**src/rtl/sram_like_arbiter.sv**
```systemverilog
// Purpose : shares one sram-like master port among NREQ sram-like requesters,
//           one transaction in flight at a time (grant -> address -> data).
// Latency : grant registered one cycle after s_req; s_addr_ok/s_data_ok are
//           same-cycle pass-throughs of m_addr_ok/m_data_ok; one IDLE bubble
//           between transactions.
// Backpressure: m_addr_ok low holds m_req and all m_* fields stable; losers of
//           arbitration wait with s_req high and see no ack.
//
// Ports:
//   clock, resetn           clock and synchronous active-low reset
//   s_req/s_wr/s_size/...   per-requester request slots (slot i at [W*i +: W])
//   s_addr_ok, s_data_ok    one-hot acks, only to the current owner
//   s_rdata                 shared read data, valid with s_data_ok
//   m_*                     single master-side sram-like port
//
// Configuration: ARB_ROUND_ROBIN_EN selects round-robin arbitration; when
//   undefined, lowest index wins and no rotation pointer exists.

module sram_like_arbiter #(
  parameter int NREQ = 3,
  parameter int AW   = 64,
  parameter int DW   = 64
) (
  input  logic                 clock,
  input  logic                 resetn,
  input  logic [NREQ-1:0]      s_req,
  input  logic [NREQ-1:0]      s_wr,
  input  logic [3*NREQ-1:0]    s_size,
  input  logic [AW*NREQ-1:0]   s_addr,
  input  logic [DW*NREQ-1:0]   s_wdata,
  output logic [NREQ-1:0]      s_addr_ok,
  output logic [NREQ-1:0]      s_data_ok,
  output logic [DW-1:0]        s_rdata,
  output logic                 m_req,
  output logic                 m_wr,
  output logic [2:0]           m_size,
  output logic [AW-1:0]        m_addr,
  output logic [DW-1:0]        m_wdata,
  input  logic                 m_addr_ok,
  input  logic                 m_data_ok,
  input  logic [DW-1:0]        m_rdata
);

  localparam int IW = (NREQ > 1) ? $clog2(NREQ) : 1;

  typedef enum logic [1:0] {
    IDLE = 2'd0,
    ADDR = 2'd1,
    DATA = 2'd2
  } state_t;

  state_t          state_q, state_d;
  logic [IW-1:0]   owner_q, owner_d;
  logic            wr_q, wr_d;
  logic [2:0]      size_q, size_d;
  logic [AW-1:0]   addr_q, addr_d;
  logic [DW-1:0]   wdata_q, wdata_d;

  logic [IW-1:0]   rr_base;
  logic [IW-1:0]   scan_idx;
  logic            win_vld;
  logic [IW-1:0]   win_idx;

`ifdef ARB_ROUND_ROBIN_EN
  logic [IW-1:0]   rr_ptr_q, rr_ptr_d;
  assign rr_base = rr_ptr_q;
`else
  // Fixed priority is the round-robin scan anchored permanently at slot 0.
  assign rr_base = '0;
`endif

  // Scan requesters starting at rr_base, wrapping modulo NREQ; first hit wins.
  always_comb begin
    win_vld  = 1'b0;
    win_idx  = '0;
    scan_idx = '0;
    for (int k = 0; k < NREQ; k++) begin
      scan_idx = IW'((int'(rr_base) + k) % NREQ);
      if (!win_vld && s_req[scan_idx]) begin
        win_vld = 1'b1;
        win_idx = scan_idx;
      end
    end
  end

  always_comb begin
    state_d = state_q;
    owner_d = owner_q;
    wr_d    = wr_q;
    size_d  = size_q;
    addr_d  = addr_q;
    wdata_d = wdata_q;
`ifdef ARB_ROUND_ROBIN_EN
    rr_ptr_d = rr_ptr_q;
`endif
    unique case (state_q)
      IDLE: begin
        // The winner's fields are captured here, so the requester may change
        // them after s_addr_ok without disturbing the master side.
        if (win_vld) begin
          state_d = ADDR;
          owner_d = win_idx;
          wr_d    = s_wr[win_idx];
          size_d  = s_size[int'(win_idx)*3 +: 3];
          addr_d  = s_addr[int'(win_idx)*AW +: AW];
          wdata_d = s_wdata[int'(win_idx)*DW +: DW];
        end
      end
      ADDR: begin
        if (m_addr_ok) state_d = DATA;
      end
      DATA: begin
        if (m_data_ok) begin
          state_d = IDLE;
`ifdef ARB_ROUND_ROBIN_EN
          rr_ptr_d = (owner_q == IW'(NREQ-1)) ? '0 : owner_q + 1'b1;
`endif
        end
      end
      default: state_d = IDLE;
    endcase
  end

  always_ff @(posedge clock) begin
    if (!resetn) begin
      state_q <= IDLE;
      owner_q <= '0;
      wr_q    <= 1'b0;
      size_q  <= '0;
      addr_q  <= '0;
      wdata_q <= '0;
    end else begin
      state_q <= state_d;
      owner_q <= owner_d;
      wr_q    <= wr_d;
      size_q  <= size_d;
      addr_q  <= addr_d;
      wdata_q <= wdata_d;
    end
  end

`ifdef ARB_ROUND_ROBIN_EN
  always_ff @(posedge clock) begin
    if (!resetn) rr_ptr_q <= '0;
    else         rr_ptr_q <= rr_ptr_d;
  end
`endif

  // Acks are gated by state, so stray master handshakes never reach anyone.
  always_comb begin
    s_addr_ok = '0;
    s_data_ok = '0;
    if ((state_q == ADDR) && m_addr_ok) s_addr_ok[owner_q] = 1'b1;
    if ((state_q == DATA) && m_data_ok) s_data_ok[owner_q] = 1'b1;
  end

  assign m_req   = (state_q == ADDR);
  assign m_wr    = wr_q;
  assign m_size  = size_q;
  assign m_addr  = addr_q;
  assign m_wdata = wdata_q;
  assign s_rdata = m_rdata;

`ifndef SYNTHESIS
  // A data return with no transaction waiting for it points at a bridge bug.
  spurious_data_ok_a: assert property (@(posedge clock) disable iff (!resetn)
    !(m_data_ok && (state_q != DATA)))
    else $warning("m_data_ok outside DATA state, ignored");
`endif

endmodule

```
**config.mk**
```make
export PLATFORM = sky130hd
export DESIGN_NAME = sram_like_arbiter
export DESIGN_NICKNAME = d
export VERILOG_FILES = /design/src/rtl/sram_like_arbiter.sv
export SDC_FILE = /design/constraint.sdc
export NUM_CORES = 1
export LEC_CHECK = 0
export ABC_AREA = 1
export CORE_AREA = 3 3 256 258
export CTS_CLUSTER_SIZE = 10
export DETAILED_ROUTE_END_ITERATION = 8
export DIE_AREA = 0 0 259 261
export PLACE_DENSITY = 0.44
export SLEW_MARGIN = 5
export SYNTH_ARGS = -nofsm -noshare
export SYNTH_HDL_FRONTEND = slang
export SYNTH_SLANG_ARGS = --single-unit
```
**constraint.sdc**
```tcl
create_clock -name clock -period 1.76 [get_ports clock]
set_clock_uncertainty 0.1 [all_clocks]
set_input_delay 0.176 -clock clock [delete_from_list [all_inputs] [get_ports clock]]
set_output_delay 0.176 -clock clock [all_outputs]
set_load 0.005 [all_outputs]
```
### After elaboration in Yosys (flattened, before gate mapping)

Cells that the tools add are included.

* register bits after elaboration: 136
* input port bits: 467
* output and inout bits: 203
* logic and storage cells: 43

* multipliers: 1
* $lt $le $gt $ge: 3
* equal/unequal tests: 5
* shift-type cells: 3
* muxes and demuxes: 15
* reduce and logical (&&, ||, !) cells: 10

Operators by type and width (number)
* variable part select 192 x 9 -> 64 bit: 2
* variable part select 9 x 5 -> 3 bit: 1
* 2-to-1 mux 2 bit: 4
* less-than comparator 2 x 3 -> 1 bit (second input constant): 2
* 2-to-1 mux 1 bit: 6
* 2-to-1 mux 3 bit: 2
* case mux 2 bit (3 select lines): 1
* logical AND 1 bit: 5
* multiplier 2 x 2 -> 4 bit (second input constant): 1
* inequality test 2 bit (second input constant): 2
* AND reduction 3 bit: 1
* binary-select mux 1 bit (select 2 bit): 1
* demux 1 bit (select 2 bit): 1
* equality test 2 x 1 -> 1 bit (second input constant): 1
* equality test 2 bit (second input constant): 1
* >= comparator 2 x 1 -> 1 bit (second input constant): 1
* logical NOT 1 bit: 2
* logical NOT 2 bit: 1
* inequality test 2 x 1 -> 1 bit (second input constant): 1
* AND reduction 2 bit: 1

### Depth between registers and ports, before layout

* depth in word-level cells: 9
* depth in mapped cells: 8

### Worst setup path after synthesis

OpenSTA, ideal clock, no wires.

* kind: register -> register
* start point: register state_q[1]
* end point: register addr_q[10] (netlist: m_addr[10])
* setup time: 0.117 ns
* data arrival time: 1.047 ns
* path slack: 0.495 ns
* cell stages (with the launch flop): 7
* buffers on the path: 2
* cells stage by stage: dfxtp_1 > nor2_2 > nand2_4 > buf_4 > buf_2 > nor2_1 > a21oi_1

* word-level cells in the longest chain between the ends: 2

Ends and longest elaborated chain
* from (decl): RTL line 52 `state_t state_q, state_d;`
* from (signal assigned): RTL line 133 `state_q <= state_d;`
* logical NOT 2 bit: RTL line 96 `unique case (state_q)`
* AND reduction 2 bit (no line)
* to (signal assigned): RTL line 137 `addr_q <= addr_d;`
* to (decl): RTL line 56 `logic [AW-1:0] addr_q, addr_d;`

No other way between the ends.
A chain may end at the register's enable or synchronous reset.

### Worst setup path after layout

* start point: register wdata_q[46] (netlist: m_wdata[46])
* end point: output m_wdata[46]

RTL lines
* from (decl): RTL line 57 `logic [DW-1:0] wdata_q, wdata_d;`
* from (signal assigned): RTL line 138 `wdata_q <= wdata_d;`
* to (decl): RTL line 38 `output logic [DW-1:0] m_wdata,`

No word-level cell between the ends.

==> flow_metrics.env <==
export IMPL_dr_pass1_iters=5
export IMPL_worstSkewPairLatency_ns=0.45
export IMPL_synth_area_um2=10200
export IMPL_pwr_density_cell_nw_per_um2=664
export IMPL_rr_startpoint="state_q[1]$_SDFFE_PN0P_"
export IMPL_synthesis_nets=2386
export IMPL_yosysSeqAreaShare_pct=26.6
export IMPL_post_route_util_pct=27.2
export IMPL_clock_sinks=136
export IMPL_r2r_setup_slack_ns=0.21
export IMPL_htreeDepth=4
export IMPL_slew_violations=0
export IMPL_gp_congestion=0.910
export IMPL_path_clk_slew_ns=0.07
export IMPL_tightest_slew_ns=0.389
export IMPL_crit_path_max_fanout=2
export IMPL_fin_hold_ws_ns=0.0823
export IMPL_viasPerCell=3.74
export IMPL_synth_area_leaders="dfxtp_1, inv_1, nand2_1"
export IMPL_crit_chain="clkdlybuf4s50_1"
export IMPL_critical_path_top_delay_family="buffers and inverters"
export IMPL_areaGrowthSynthToFinish_pct=67.9
export IMPL_synthTopCellsByCount="inv_1, nand2_1, nor2_1, a21oi_1, dfxtp_1"
export IMPL_grt_pass1_vias=11980
export IMPL_maxCapViolCount=0
export IMPL_crit_path_start_kind="register"
export IMPL_grtUsageTotal_pct=13.0
export IMPL_synthFlopType="dfxtp_1"
export IMPL_max_freq_ghz=0.598
export IMPL_crit_cells=1
export IMPL_grt_ovfl_total=0
export IMPL_cp_end_kind="primary output"
export IMPL_rsz0062_at_grt="no"
export IMPL_numPortBuffers=541
export IMPL_postCtsHoldBufs=0
export IMPL_yosys_area_top_type="dfxtp_1"
export IMPL_drive_gt1_share_pct=6.45
export IMPL_async_flop_share_pct=0
export IMPL_rows=92
export IMPL_numCtsBuffers=17
export IMPL_clock_path_buffers=2
export IMPL_die_w_um=259
export IMPL_fin_crit_ns=1.67
export IMPL_hpwl_um=36600
export IMPL_postRouteAntennaNets=0
export IMPL_cts_tree="built"
export IMPL_min_path_type="in2reg"
export IMPL_nets=2874
export IMPL_drt_iter0_drc=469
export IMPL_start_util_pct=16.2
export IMPL_drcViolationCount=0
export IMPL_synth_edf_count=0
export IMPL_synth_cell_type_count=18
export IMPL_synth_seq_cells=136
export IMPL_relSlewSlack_pct=74.1
export IMPL_path_buf_inv=1
export IMPL_die_y_um=261
export IMPL_critPathMaxStageDelay_ns=0.56
export IMPL_p_leak_uw=0.00911
export IMPL_whs_endpoint="m_addr[45]$_SDFFE_PN0P_"
export IMPL_setup_viol=0
export IMPL_io_pins=670
export IMPL_wl_per_cell_um=13.8
export IMPL_required_ns=1.48
export IMPL_finalCritPeriodShare_pct=95.0
export IMPL_status="finished, final reports clean"
export IMPL_rr_worst_depth=7
export IMPL_yosysMostFrequentCell="inv_1"
export IMPL_drt_total_wl_um=45300
export IMPL_yosysWarnings=0
export IMPL_grt_pass1_wl_um=67300
export IMPL_syn_inst=1919
export IMPL_worstHoldPathCells=4
export IMPL_coreArea_um2=63200
export IMPL_final_hold_viol_count=0
export IMPL_holdCritStartpoint="resetn"
export IMPL_critPathKind="reg2out"
export IMPL_dieArea_um2=67600
export IMPL_vias=12216
export IMPL_finalSetupTns_ns=0
export IMPL_synth_avg_cell_area_um2=5.33
export IMPL_cts_root_buf="clkbuf_16"
export IMPL_final_fill_count=7048
export IMPL_synth_top_area_share_pct=26.6
export IMPL_vdd_drop_max_uv=626
export IMPL_critPathSlowestCell="clkdlybuf4s50_1"
export IMPL_r2r_end="m_addr[33]$_SDFFE_PN0P_"
export IMPL_cp_arrival_ns=1.40
export IMPL_antenna_found_initial=7
export IMPL_grt_max_degree=72
==> cells in the final DEF (no fill, tap or decap) <==
cell type and count:
nor3_4 2, nor2_1 264, nand3b_1 1, buf_12 19
nor2_2 1, diode_2 3, clkinvlp_4 3, inv_1 534
clkdlybuf4s15_2 1, nand2_2 2, dfxtp_1 128, nand3_1 133
clkdlybuf4s15_1 1, a21oi_1 136, dlygate4sd2_1 4, clkbuf_8 1
clkinv_2 6, inv_2 2, nand2_4 2, dfxtp_4 1
nand2_1 532, buf_2 5, clkbuf_1 2, clkbuf_16 17
inv_6 1, clkdlybuf4s50_1 528, clkinv_4 2, nor3_2 4
dlymetal6s2s_1 1, dfxtp_2 7, nand2_8 1, nor2_4 3
buf_4 75, nand3_4 1
==> registers in the layout, indices dropped and copies added, names as in the netlist <==
name and flops:
m_size 3, m_wr 1, owner_q 2, m_wdata 64, state_q 2, m_addr 64
==> power by group <==
part / total [uW] / switching (uW) / internal [uW]
logic: 4290 / 1910 / 2380
registers: 3740 / 246 / 3490
clock network: 3390 / 1570 / 1820
total: 11400 / 3720 / 7700
==> stage by stage <==
step / area, um^2 / total power (uW) / setup slack, ns / cells
after global routing: 17200 / 12300 / 0.00248 / 3266
after global placement: 16600 / 8130 / -0.290 / 3235
final: 17200 / 11400 / 0.0885 / 3269
after CTS: 17200 / 11700 / 0.00290 / 3266
after floorplan: 10200 / 5680 / 0.495 / 1919
after detailed placement: 16600 / 8150 / -0.293 / 3235
==> layer usage <==
layer  global-route usage [%]  share of wire, %  vias up
met3                     5.60               9.9       70
met2                     21.2                46      446
met1                     14.7                41     5348
met5                        0              0.12        -
met4                     5.64               3.2        8
li1                         -                 -     6344
==> worst max-delay path by stage <==
stage,startpoint,to,slack (ns)
2_1_floorplan,state_q[1]$_SDFFE_PN0P_,m_addr[10]$_SDFFE_PN0P_,0.50
3_3_place_gp,m_data_ok,s_data_ok[0],-0.29
3_5_place_dp,s_req[1],m_addr[61]$_SDFFE_PN0P_,-0.29
4_1_cts,m_wdata[51]$_SDFFE_PN0P_,m_wdata[51],0.003
5_1_grt,m_wdata[5]$_SDFFE_PN0P_,m_wdata[5],0.002
6_report,m_wdata[46]$_SDFFE_PN0P_,m_wdata[46],0.09
==> layout make-up <==
type,count,area [um^2],area share [%]
Multi-Input combinational cell,1082,4530,26.3
Inverter,536,2010,11.7
Sequential cell,136,2740,15.9
Tap cell,846,1060,6.16
Timing Repair Buffer,634,6320,36.8
Antenna cell,3,7.51,0.0437
Clock buffer,20,447,2.60
Clock inverter,12,78.8,0.459
==> timing repair <==
action | CTS | global route
resized for setup | 49 | 5
endpoints found under the setup margin | 15 | 23
buffers inserted | 1 | 0
pin swaps | 3 | 0
==> cell families (layout without fill, tap and decap cells) <==
logic type | after synthesis | count (layout) | synth area share (%)
DFF | 136 | 136 | 26.6
and+or+nand+nor | 946 | 946 | 36.7
other | 0 | 3 | 0
AOI/OAI and AO/OA | 136 | 136 | 6.65
buffers and inverters | 701 | 1202 | 30.0
(Power assumes the default switching activity.)
